<file path="src/rtl/freq_band_selector.sv">
// Frequency band classifier with edge hysteresis, N-of-N confirmation and loss-of-signal timeout.
// Optional statistics outputs (n_changes, n_dropped) are enabled by defining FREQ_BAND_SELECTOR_STATS_EN.
module freq_band_selector #(
  parameter int F_WIDTH        = 14,
  parameter int N_BANDS        = 8,
  parameter int F_MIN          = 500,
  parameter int BAND_STEP      = 250,
  parameter int HYST           = 10,
  parameter int N_CONFIRM      = 3,
  parameter int TIMEOUT_CYCLES = 400000
) (
  input  logic                       clk,
  input  logic                       reset,
  input  logic [F_WIDTH-1:0]         f,
  input  logic                       f_valid,
  output logic [N_BANDS-1:0]         cap_sel,
  output logic [$clog2(N_BANDS)-1:0] band,
  output logic                       locked,
  output logic                       band_change,
  output logic                       sig_lost,
`ifdef FREQ_BAND_SELECTOR_STATS_EN
  output logic                       busy,
  output logic [7:0]                 n_changes,
  output logic [7:0]                 n_dropped
`else
  output logic                       busy
`endif
);

  localparam int BW = $clog2(N_BANDS);
  localparam int CW = $clog2(N_CONFIRM + 1);
  localparam int TW = $clog2(TIMEOUT_CYCLES + 1);

  localparam logic [F_WIDTH-1:0] F_MIN_V  = F_WIDTH'(F_MIN);
  localparam logic [F_WIDTH-1:0] STEP_V   = F_WIDTH'(BAND_STEP);
  localparam logic [F_WIDTH-1:0] HYST_V   = F_WIDTH'(HYST);
  localparam logic [F_WIDTH-1:0] UPPER_V  = F_WIDTH'(BAND_STEP - HYST);
  localparam logic [BW-1:0]      K_MAX    = BW'(N_BANDS - 1);
  localparam logic [CW-1:0]      CONF_V   = CW'(N_CONFIRM);
  localparam logic [TW-1:0]      TMAX     = TW'(TIMEOUT_CYCLES);

  typedef enum logic [1:0] {IDLE, CALC, DECIDE} state_t;

  state_t             state, state_nxt;
  logic [F_WIDTH-1:0] r;
  logic [BW-1:0]      k;
  logic               none_f;
  logic               step;
  logic [BW-1:0]      res_k;
  logic               cand_none;
  logic [BW-1:0]      cand_k;
  logic [CW-1:0]      cnt, cnt_nxt;
  logic               same, hit;
  logic [TW-1:0]      tcnt;

  assign busy = (state != IDLE);
  assign step = (r >= STEP_V) && (k < K_MAX);

  always_ff @(posedge clk or posedge reset) begin
    if (reset) state <= IDLE;
    else       state <= state_nxt;
  end

  always_comb begin
    state_nxt = state;
    case (state)
      IDLE:    if (f_valid) state_nxt = (f < F_MIN_V) ? DECIDE : CALC;
      CALC:    if (!step) state_nxt = DECIDE;
      DECIDE:  state_nxt = IDLE;
      default: state_nxt = IDLE;
    endcase
  end

  // Repeated-subtraction classifier: one band step per cycle, top band absorbs overflow
  always_ff @(posedge clk) begin
    if (state == IDLE && f_valid) begin
      none_f <= (f < F_MIN_V);
      r      <= f - F_MIN_V;
      k      <= '0;
    end else if (state == CALC && step) begin
      r <= r - STEP_V;
      k <= k + 1'b1;
    end
  end

  // Hysteresis pulls a result just across a neighbouring edge back to the locked band
  always_comb begin
    res_k = k;
    if (locked && !none_f) begin
      if (({1'b0, k} == ({1'b0, band} + 1'b1)) && (r < HYST_V))
        res_k = band;
      else if ((band != '0) && (k == band - 1'b1) && (r >= UPPER_V))
        res_k = band;
    end
  end

  always_comb begin
    same    = (cand_none == none_f) && (none_f || (cand_k == res_k));
    cnt_nxt = CW'(1);
    if (same) cnt_nxt = (cnt == CONF_V) ? cnt : cnt + 1'b1;
    hit     = (cnt_nxt == CONF_V);
  end

  always_ff @(posedge clk or posedge reset) begin
    if (reset) begin
      cap_sel     <= '0;
      band        <= '0;
      locked      <= 1'b0;
      band_change <= 1'b0;
      sig_lost    <= 1'b0;
      cnt         <= '0;
      cand_none   <= 1'b1;
      cand_k      <= '0;
      tcnt        <= '0;
    end else begin
      band_change <= 1'b0;
      if (state == DECIDE) begin
        cand_none <= none_f;
        cand_k    <= res_k;
        cnt       <= cnt_nxt;
        if (hit) begin
          if (none_f) begin
            cap_sel <= '0;
            locked  <= 1'b0;
            if (cap_sel != '0) band_change <= 1'b1;
          end else if (!locked || (res_k != band)) begin
            band        <= res_k;
            cap_sel     <= N_BANDS'(1) << res_k;
            locked      <= 1'b1;
            band_change <= 1'b1;
          end
        end
      end
      // Loss of signal drops the lock and forgets confirmation, but keeps the bank engaged
      if (f_valid) begin
        tcnt     <= '0;
        sig_lost <= 1'b0;
      end else if (tcnt != TMAX) begin
        tcnt <= tcnt + 1'b1;
        if (tcnt == TMAX - 1'b1) begin
          sig_lost  <= 1'b1;
          locked    <= 1'b0;
          cnt       <= '0;
          cand_none <= 1'b1;
        end
      end
    end
  end

`ifdef FREQ_BAND_SELECTOR_STATS_EN
  always_ff @(posedge clk or posedge reset) begin
    if (reset) begin
      n_changes <= '0;
      n_dropped <= '0;
    end else begin
      if (band_change && (n_changes != 8'hFF)) n_changes <= n_changes + 1'b1;
      if (f_valid && busy && (n_dropped != 8'hFF)) n_dropped <= n_dropped + 1'b1;
    end
  end
`else
`endif

endmodule

</file>
<file path="config.mk">
export PLATFORM = sky130hd
export DESIGN_NAME = freq_band_selector
export DESIGN_NICKNAME = d
export VERILOG_FILES = /design/src/rtl/freq_band_selector.sv
export SDC_FILE = /design/constraint.sdc
export NUM_CORES = 1
export LEC_CHECK = 0
export BUFFER_PORTS_ARGS = -buffer_cell sky130_fd_sc_hd__buf_2
export CAP_MARGIN = 15
export CORE_ASPECT_RATIO = 0.6
export CORE_MARGIN = 2
export CORE_UTILIZATION = 50
export DETAILED_ROUTE_END_ITERATION = 16
export HOLD_SLACK_MARGIN = 0.1
export PLACE_DENSITY = 0.8
export SLEW_MARGIN = 20
export SYNTH_ARGS = -nofsm -noshare
export SYNTH_HDL_FRONTEND = slang
export SYNTH_SLANG_ARGS = --single-unit
export TNS_END_PERCENT = 5
</file>
<file path="constraint.sdc">
create_clock -name clk -period 5.9 [get_ports clk]
set_input_delay 0.295 -clock clk [delete_from_list [all_inputs] [get_ports clk]]
set_output_delay 0.295 -clock clk [all_outputs]
set_load 0.01 [all_outputs]
</file>
Word-level counts from Yosys, hierarchy flattened
Cells that the tools add are included.
- memory bits (writable): 0
- bits in latches: 0
- output and inout port bits: 15
- bits in registers: 59
- logic and storage cells: 102
- memory bits (read-only): 0
- memories kept: 0
- bitwise gates (word level): 1
- order comparisons: 5
- shift-type cells: 1
- $mul: 0
- equality and inequality tests: 13
- reduce and logical (&&, ||, !) cells: 24
- divide/modulo/power cells: 0
- add/sub/neg operators: 7
- muxes and demuxes: 38
- operators by type and width (kind ; count):
    19-bit 2-to-1 mux ; 2
    14-bit by 8-bit greater-or-equal comparator with 1-bit output (second input constant) ; 2
    14-bit 2-to-1 mux ; 2
    19-bit by 1-bit adder with 19-bit output (second input constant) ; 1
    19-bit == test (second input constant) ; 1
    1-bit 2-to-1 mux ; 19
    19-bit != test (second input constant) ; 1
    2-bit 2-to-1 mux ; 9
    8-bit 2-to-1 mux ; 2
    14-bit by 4-bit < comparator with 1-bit output (second input constant) ; 1
    14-bit by 9-bit < comparator with 1-bit output (second input constant) ; 1
    14-bit by 8-bit subtractor with 14-bit output (second input constant) ; 1
    14-bit by 9-bit subtractor with 14-bit output (second input constant) ; 1
    2-bit nonzero test ; 5
    3-bit 2-to-1 mux ; 3
    1-bit logical AND ; 8
    8-bit nonzero test ; 1
    1-bit by 3-bit << shifter with 8-bit output (first input constant) ; 1
    2-bit == test (second input constant) ; 3
    3-bit == test ; 2
    3-bit by 1-bit adder with 4-bit output (second input constant) ; 1
    3-bit by 4-bit == test with 1-bit output ; 1
    2-bit != test (second input constant) ; 2
    2-bit case mux with 2 select lines ; 1
    other kinds (15) ; 18

Longest topological paths before layout
Gate-level depths: netlist (run 1).
- depth after elaboration: 17
- depth in mapped cells: 10
- gate-level depth less buffers: 8

Worst setup path after synthesis (run 1)
No wires, ideal clock.
- path kind: register to register
- from: register r[8]
- to: register cnt[0]
- data arrival time: 2.654 ns
- library setup time: 0.129 ns
- period minus slack after synthesis: 2.784 ns
- setup slack: 3.116 ns
- cell stages (with the launch flop): 7
- cells stage by stage: edfxtp_1 > or4_4 > or3_1 > or4_4 > nand2_4 > mux2_2 > o41a_1
- longest elaborated chain between the ends: 13
- ends and longest elaborated chain (element ; RTL line ; text):
    start: declaration ; 45 ; logic [F_WIDTH-1:0] r;
    start signal: assignment ; 78 ; r <= f - F_MIN_V;
    start signal: assignment ; 81 ; r <= r - STEP_V;
    14-bit by 8-bit greater-or-equal comparator with 1-bit output ; 92 ; else if ((band != '0) && (k == band - 1'b1) && (r >= UPPER_V))
    1-bit logical AND ; 92 ;
    3-bit 2-to-1 mux ; 92 ;
    3-bit 2-to-1 mux (*) ; 90 ; if (({1'b0, k} == ({1'b0, band} + 1'b1)) && (r < HYST_V))
    3-bit 2-to-1 mux (*) ; 89 ; if (locked && !none_f) begin
    3-bit == test (*) ; 98 ; same = (cand_none == none_f) && (none_f || (cand_k == res_k));
    1-bit logical OR (*) ; 98 ;
    1-bit logical AND (*) ; 98 ;
    2-bit 2-to-1 mux (*) ; 100 ; if (same) cnt_nxt = (cnt == CONF_V) ? cnt : cnt + 1'b1;
    2-bit 2-to-1 mux (*) ; 117 ; if (state == DECIDE) begin
    2-bit 2-to-1 mux ; 140 ; if (tcnt == TMAX - 1'b1) begin
    2-bit 2-to-1 mux ; 138 ; end else if (tcnt != TMAX) begin
    2-bit 2-to-1 mux (*) ; 135 ; if (f_valid) begin
    end signal: assignment ; 120 ; cnt <= cnt_nxt;
    end: declaration ; 52 ; logic [CW-1:0] cnt, cnt_nxt;
Mark *: on every way between the ends. The rest lies on a longest branch, timed or not.
A chain may end at the register's enable or synchronous reset.

Final worst setup path (run 1)
- from: register r[8]
- to: register band[1]
- longest elaborated chain between the ends: 11
- ends and longest elaborated chain (element ; RTL line ; text):
    14-bit by 8-bit greater-or-equal comparator with 1-bit output ; 92 ;
    1-bit logical AND ; 92 ;
    3-bit 2-to-1 mux ; 92 ;
    3-bit 2-to-1 mux (*) ; 90 ;
    3-bit 2-to-1 mux (*) ; 89 ;
    3-bit == test ; 98 ;
    1-bit logical OR ; 98 ;
    1-bit logical AND ; 98 ;
    2-bit 2-to-1 mux ; 100 ;
    2-bit == test ; 101 ; hit = (cnt_nxt == CONF_V);
    4-bit AND reduction (no line) ; n/a ;
    end signal: assignment ; 127 ; band <= res_k;
    end: declaration ; 17 ; output logic [$clog2(N_BANDS)-1:0] band,
Marked as above.

==> results of run 1 <==
==> power breakdown <==
group	switching, mW	internal (mW)	leakage [nW]
logic	0.318	0.242	0.822
registers	0.146	0.572	0.723
clock network	0.175	0.304	0.139
==> cell type report <==
class | count | area [sq um] | area share
Clock buffer | 13 | 260 | 0.0661
Clock inverter | 3 | 15.0 | 0.00382
Inverter | 17 | 63.8 | 0.0162
Multi-Input combinational cell | 270 | 1790 | 0.454
Sequential cell | 59 | 1540 | 0.391
Tap cell | 87 | 109 | 0.0277
Timing Repair Buffer | 32 | 163 | 0.0413
==> synth_stat cells (3+ instances only) <==
master,n,area (sq um)
dfrtp_1,40,1000
and3_1,6,37.5
nor4_1,5,31.3
edfxtp_1,15,450
mux2_2,4,45.0
a21oi_1,14,70.1
or3_1,3,18.8
clkbuf_1,12,45.0
inv_1,17,63.8
nand3b_1,4,30.0
nor3_1,7,35.0
dfxtp_1,3,60.1
nand4_1,9,56.3
xnor2_1,27,236
mux2i_1,14,140
o21ai_0,14,70.1
nand3_1,17,85.1
nor2_1,50,188
nand2_1,31,116
ha_1,10,125
nor4bb_1,3,30.0
xor2_1,24,210
==> per-stage QoR <==
step            util  setup WS [ns]  std cells
6_report       0.589           2.70        481
5_1_grt        0.589           2.54        481
4_1_cts        0.589           2.71        481
3_5_place_dp   0.548           2.72        465
3_3_place_gp   0.548           2.80        465
2_1_floorplan      -           3.12        361
==> routing by layer <==
| metal | vias up | GRT usage | share of wire |
|---|---|---|---|
| li1 | 1303 | - | - |
| met5 | - | 0 | 0 |
| met1 | 1290 | 0.306 | 0.50 |
| met3 | 9 | 0.0691 | 0.066 |
| met4 | 0 | 0.0633 | 0.011 |
| met2 | 90 | 0.293 | 0.42 |
==> worst max path at each step <==
stage               slack, ns       to  from  cells after the start
floorplan                3.12   cnt[0]  r[8]                      6
detailed placement       2.72  band[1]  r[8]                      6
global placement         2.80  band[1]  r[8]                      6
CTS                      2.71  band[1]  r[8]                      6
finish                   2.70  band[1]  r[8]                      6
global route             2.54  band[1]  r[8]                      6
==> worst max-delay path, cell delays in order, from the launching register on <==
cell and delay (ns):
edfxtp_1 0.46, or4_4 0.59, or4b_1 0.50, nand4_1 0.16, nand2_4 0.12, nor4_4 0.84
mux2_2 0.41
==> kinds of logic after synthesis <==
| group | share of synthesized area |
|---|---|
| flops | 0.445 |
| compound gates | 0.0623 |
| fa+ha+maj | 0.0362 |
| simple gates | 0.227 |
| xor+xnor | 0.129 |
| buf+inv | 0.0384 |
| mux | 0.0622 |
==> cells in the final DEF, fill, tap and decap left out, types with 3 or more instances in the layout <==
cell and count:
nand2_1 31, edfxtp_1 15, a21oi_1 14, xor2_1 24, dfxtp_1 3, mux2_2 4, nor4bb_1 3, or3_1 3
ha_1 10, and3_1 6, nor2_1 50, mux2i_1 14, inv_1 17, buf_2 31, dfrtp_1 40, clkbuf_16 9
nor4_1 5, nand3b_1 4, clkinv_2 3, o21ai_0 14, xnor2_1 27, nor3_1 7, nand4_1 9, nand3_1 17
==> state kept, by name (all words and copies together), names as in the netlist, 2 cells and up <==
| signal | count |
|---|---|
| band | 3 |
| k | 3 |
| cap_sel | 8 |
| r | 14 |
| tcnt | 19 |
| cand_k | 3 |
| state | 2 |
| cnt | 2 |
==> metrics, run 1 <==
status finished clean; Arr. time, crit path between 3 and 4 ns; cts hold-fix bufs 0; r2r setup slk approximately 2.7 ns; Antenna Cells 0; fin. max-slew vios 0; Design Area, Final 3940 sq um; row cnt 23; Routed Antenna Nets 0; H-tree levels 3; CP max FO 11; fin nets around 420; Post-Route Setup TNS 0 ns; clock tree buffer depth 2; Final Hold Viols 0; Die H 68.4 um; Cell Pwr Density 447 nW/um^2; crit share post-route 0.543; mean area per synthesized cell around 9.6 sq um; clk_lat worst skew 0.33 ns; Filler cells 558; transition time of the tightest slew-check pin between 0.9 and 1 ns; via count between 2,000 and 3,000; crit path time final roughly 3.2 ns; Slew headroom 0.386; overall global routing resource usage 0.209; largest net degree at the start of global routing between 40 and 50; Main synth FF type dfrtp_1; FF-to-FF path depth 6; DP HPWL between 5 and 6 mm; number of global-route vias before repair 2,425; Worst Skew about 0.012 ns; drt via density approximately 5.6; reg2reg start r[8]; flops & latches, synth 59; Required @ worst endpoint slightly above 6 ns; CTS tree built; maxcap violations 0; WS Path Type reg2reg; Tot Pwr 1.76 mW; Area Growth Syn to Fin 13.8%; register area share after synthesis 0.445; Post-Syn Area roughly 3500 sq um; clock sinks 59; Die X 111 um; IO buf count 31; CTS Buf Count 9; asr flop ratio synth 0.695; Routed WL between 7 and 8 mm; CTS root buf clkbuf_16; DRC 0; Starting Density 0.518; final setup violation count 0; WHS ~0.091 ns; Final Wtd Congestion about 0.85; Max Clock Freq 312 MHz; syn_nets 388; Worst IR Drop VDD between 0.2 and 0.25 mV; Worst-path clk slew about 0.060 ns; routed len/inst between 15 and 20 um; Total Die Area about 7600 sq um; Critical Path End Type flip-flop; core footprint ~6700 sq um; RSZ-0062 raised after global routing false; Distinct cells, synth between 40 and 50; First DRT Iteration DRCs 161; grt ovf 0; DP Area approximately 3700 sq um; RR Endpoint band[1]; layout cell share with drive strength beyond 1 0.152; yosys warns 0; Post-synth EDFFs 15; IO Count 32; Hold Crit Class in2async; initial antenna violation count 0; CP Launch Type flip-flop; leak pwr around 1.7 nW; Pre-antenna DRT Iters 4; first-pass GRT wire length 12.2 mm; post-cts repair resize count 0; Post-CTS Setup Repair Bufs 0; Mapped Cells approximately 360
No activity file was read; power rests on OpenSTA's default activity.
==> inputs of run 2 (changes only) <==
==> constraint.sdc (replaced) <==
create_clock -name clk -period 3.2 [get_ports clk]
set_input_delay 0.16 -clock clk [delete_from_list [all_inputs] [get_ports clk]]
set_output_delay 0.16 -clock clk [all_outputs]
set_load 0.01 [all_outputs]
==> metrics, run 2 (synthesized netlist as in run 1, its figures left out) <==
status finished clean; Max Clock Freq between 300 and 400 MHz; fin nets between 400 and 500; Filler cells between 500 and 600; IO Count 32; layout cell share with drive strength beyond 1 0.157; CTS root buf clkbuf_16; RR Endpoint cnt[0]; number of global-route vias before repair ~2,600; Final Hold Viols 0; combinational share of power 0.355; cell-internal power 2.05 mW; Die X between 100 and 150 um; maxcap violations 0; transition time of the tightest slew-check pin 0.702 ns; WS Path Type reg2reg; Post-CTS Setup Repair Bufs 0; DP Area 3700 sq um; grt ovf 0; Worst-path clk slew approximately 0.050 ns; clock sinks 59; P_sw roughly 1.2 mW; row cnt 23; CTS tree built; biggest regs tcnt: 19 flops, r: 14 flops, cap_sel: 8 flops; Design Area, Final a little under 4000 sq um; Post-Route Setup TNS 0 ns; Worst IR Drop VDD a little over 0.4 mV; initial antenna violation count 0; Reg with most FFs tcnt; RSZ-0062 raised after global routing false; final setup violation count 0; via count between 2,000 and 3,000; FF-to-FF path depth 6; first-pass GRT wire length ~13 mm; Starting Density 0.518; IO buf count 31; CTS Buf Count 9; First DRT Iteration DRCs 243; most frequent cells in the layout 50 x nor2_1, 40 x dfrtp_1, 31 x nand2_1, 31 x buf_2, 27 x xnor2_1; Arr. time, crit path approximately 3.2 ns; DP HPWL 5.53 mm; Die H about 68 um; hold path start f[1]; most common cell after layout, fill and taps aside nor2_1; Critical Path End Type flip-flop; Worst Hold End r[1]; Cell Pwr Density approximately 800 nW/um^2; H-tree levels 3; crit share post-route 0.927; overall global routing resource usage 0.224; largest net degree at the start of global routing 42; fin. max-slew vios 0; most frequent CP cell or4_4; Switching Fraction 0.370; CP Launch Type flip-flop; Final Wtd Congestion around 0.8; Required @ worst endpoint about 3.4 ns; clk_lat worst skew 0.32 ns; clock tree buffer depth 2; worst path bufs/invs 0; Area Growth Syn to Fin 14.8%; Total Die Area around 7600 sq um; reg2reg start r[8]; Cell Chain, Critical Path or4_4, or3_1, or4_4, nand2_4, mux2_2, o41a_1; Hold Crit Class in2reg; Worst Skew roughly 0.0059 ns; Worst Hold Depth 3; Flop pwr share 0.392; Routed Antenna Nets 0; CP max FO 6; Antenna Cells 0; crit path time final about 3.0 ns; crit-path max cell delay between 0.5 and 0.6 ns; clock power share 0.253; drt via density around 5.6; core footprint around 6700 sq um; leak pwr approximately 1.7 nW; CP max-delay cell or4_4; DRC 0; routed len/inst 16.4 um; number of flip-flops in the largest register 19; r2r setup slk ~0.23 ns; Slew headroom 0.532; Routed WL about 8 mm; CP top delay family simple AND/OR/NAND/NOR gates; Pre-antenna DRT Iters 5
-- run 2: cell count changes in the layout (fill, tap and decap cells not counted), sizes merged --
cell	before	now
clkbuf	13	12
dlygate4sd3	0	1
buf	32	38
clkinv	3	4
-- run 2: power groups by stage --
stage	Sequential, mW	Clock (mW)	Combinational (mW)
after floorplan	1.23	0	0.827
after global placement	1.26	0	1.08
after detailed placement	1.28	0	1.12
after CTS	1.27	0.836	1.15
after global routing	1.30	0.877	1.29
final	1.28	0.826	1.16
-- run 2: worst max-delay path by stage --
stage,slack [ns],depth (start not counted),startpoint,end
2_1_floorplan,0.42,6,r[8],cnt[0]
3_3_place_gp,0.36,6,r[8],cnt[0]
3_5_place_dp,0.28,6,r[8],cnt[0]
4_1_cts,0.27,6,r[8],cnt[0]
5_1_grt,0.19,6,r[8],cnt[0]
6_report,0.23,6,r[8],cnt[0]
-- run 2: layout make-up --
type	instances	area [sq um]	share of cell area
clock buffer	12	236	0.0596
clock inverter	4	17.5	0.00441
inverter	17	63.8	0.0161
multi-input combinational	270	1790	0.450
sequential	59	1540	0.387
tap	87	109	0.0274
timing repair buffer	39	218	0.0549
-- run 2: per-stage QoR --
step                setup slack (ns)  hold slack (ns)   util  total power [mW]  std cells
finish                         0.233            0.113  0.594              3.26        488
global route                   0.190            0.163  0.594              3.47        488
CTS                            0.265            0.111  0.594              3.25        488
detailed placement             0.282            0.322  0.555              2.40        471
global placement               0.363            0.321  0.555              2.34        471
floorplan                      0.416            0.325      -              2.06        361
-- run 2: metal layers --
layer	global-route usage	wire (um)	vias to the layer above
li1	-	-	1319
met1	0.310	3810	1326
met2	0.354	3610	100
met3	0.0567	545	6
met4	0.0694	44	0
met5	0	0	-
-- run 2: repair_timing --
action,in CTS,in global routing
hold buffers,1,0
gates resized for setup,0,0
endpoints found under the hold margin,40,0
-- run 2: worst min-delay path, delay by kind of cell --
kind	cells	cell delay [ns]
AO/OA/AOI/OAI	1	0.05
buffers and inverters	1	0.08
AND/OR/NAND/NOR	1	0.03
==> inputs of run 3 (changes only) <==
--- a/config.mk
+++ b/config.mk
@@ -9,10 +9,11 @@
 export CAP_MARGIN = 15
 export CORE_ASPECT_RATIO = 0.6
 export CORE_MARGIN = 2
-export CORE_UTILIZATION = 50
+export CORE_UTILIZATION = 45
 export DETAILED_ROUTE_END_ITERATION = 16
 export HOLD_SLACK_MARGIN = 0.1
-export PLACE_DENSITY = 0.8
+export PLACE_DENSITY = 0.74
+export SKIP_CTS_REPAIR_TIMING = 1
 export SLEW_MARGIN = 20
 export SYNTH_ARGS = -nofsm -noshare
 export SYNTH_HDL_FRONTEND = slang
==> metrics, run 3 (synthesized netlist as in run 1, its figures left out) <==
crit path time final 2.91 ns; crit-path max cell delay 0.58 ns; met3 usage 0.0526; most common cell after layout, fill and taps aside nor2_1; layout cell share with drive strength beyond 1 0.165; Die X around 120 um; met1 global-route usage 0.306; DP Area ~3700 sq um; most frequent CP cell or4_4; leak pwr approximately 1.7 nW; CP top delay family simple AND/OR/NAND/NOR gates; via count between 2,000 and 3,000; first-pass GRT wire length between 10 and 15 mm; overall global routing resource usage 0.200; core footprint between 7000 and 8000 sq um; Area Growth Syn to Fin 18.0%; grt ovf 0; H-tree levels 3; clock sinks 59; biggest regs tcnt: 19 flops, r: 14 flops, cap_sel: 8 flops; IO Count 32; crit share post-route 0.908; Pre-antenna DRT Iters 5; GRT met2 Usage 0.269; Cell Chain, Critical Path or4_4, or3_1, or4_4, nand2_4, mux2_2, o41a_1; Arr. time, crit path roughly 3.1 ns; Top Usage Layer GRT met1; clock tree buffer depth 2; Total Die Area around 8400 sq um; Design Area, Final 4080 sq um; IO buf count 31; CP max FO 6; First DRT Iteration DRCs around 180; WS Path Type reg2reg; maxcap violations 0; drt via density 5.30; worst slack, placed ~0.3 ns; fin. max-slew vios 0; Slew headroom 0.552; DRC 0; WHS 0.113 ns; most frequent cells in the layout 50 x nor2_1, 40 x dfrtp_1, 31 x nand2_1, 31 x buf_2, 27 x xnor2_1; PnR worst setup slack 0.293 ns; Routed Antenna Nets 0; CTS Buf Count 9; CP max-delay cell or4_4; CTS root buf clkbuf_16; Starting Density 0.470; number of global-route vias before repair ~2,600; Worst-path clk slew 0.05 ns; number of flip-flops in the largest register 19; Cell Pwr Density between 800 and 900 nW/um^2; Critical Path End Type flip-flop; initial antenna violation count 0; row cnt 24; Die H slightly above 70 um; Reg with most FFs tcnt; Worst Skew 0.00578 ns; Hold Crit Class in2reg; Routed WL 7.73 mm; fin nets between 400 and 500; status finished clean; transition time of the tightest slew-check pin ~0.67 ns; DP HPWL roughly 5.3 mm; Final Hold Viols 0; largest net degree at the start of global routing between 40 and 50; final setup violation count 0; Final Wtd Congestion about 0.83; routed len/inst ~15 um; clk_lat worst skew between 0.3 and 0.4 ns; Worst IR Drop VDD 0.394 mV; RSZ-0062 raised after global routing false; worst path bufs/invs 0; Post-Route Setup TNS 0 ns; CP Launch Type flip-flop; CTS tree built; Antenna Cells 0; Required @ worst endpoint 3.41 ns; Max Clock Freq about 340 MHz; Filler cells approximately 630
[run 3: tightest hold or removal path, delay by kind of cell]
family,cells,cell delay (ns)
buffers and inverters,1,0.07
AND/OR/NAND/NOR,1,0.03
AO/OA/AOI/OAI,1,0.06
[run 3: final cells by class]
type / instances / area (sq um) / area share
Timing Repair Buffer: 39 / 218 / 0.0534
Clock inverter: 6 / 103 / 0.0252
Multi-Input combinational cell: 270 / 1790 / 0.438
Tap cell: 104 / 130 / 0.0319
Clock buffer: 10 / 239 / 0.0586
Inverter: 17 / 63.8 / 0.0156
Sequential cell: 59 / 1540 / 0.377
[run 3: report_power, final]
group | internal [mW] | switching [mW]
logic | 0.484 | 0.648
registers | 1.05 | 0.214
clock network | 0.774 | 0.332
total | 2.31 | 1.19
[run 3: per-layer routing]
layer,wire length (um),share of wire
met2,3270,0.42
met5,0,0
met4,100,0.013
met3,476,0.062
met1,3880,0.50
[run 3: through the flow]
stage               total power [mW]  instances   util
floorplan                       2.06        361      -
global placement                2.34        488  0.506
detailed placement              2.39        488  0.506
CTS                             3.52        504  0.553
global route                    3.74        505  0.554
finish                          3.51        505  0.554
[run 3: final timing paths]
check	cells past startpoint	startpoint	end	slack (ns)
max in group asynchronous	4	reset	band[0]	2.29
worst min register to register	2	cand_none	cand_none	0.52
worst max-delay path	6	r[8]	cnt[0]	0.29
min in group asynchronous	4	reset	locked	0.52
worst max register to register	6	r[8]	cnt[0]	0.29
worst min-delay path	3	f[1]	r[1]	0.11
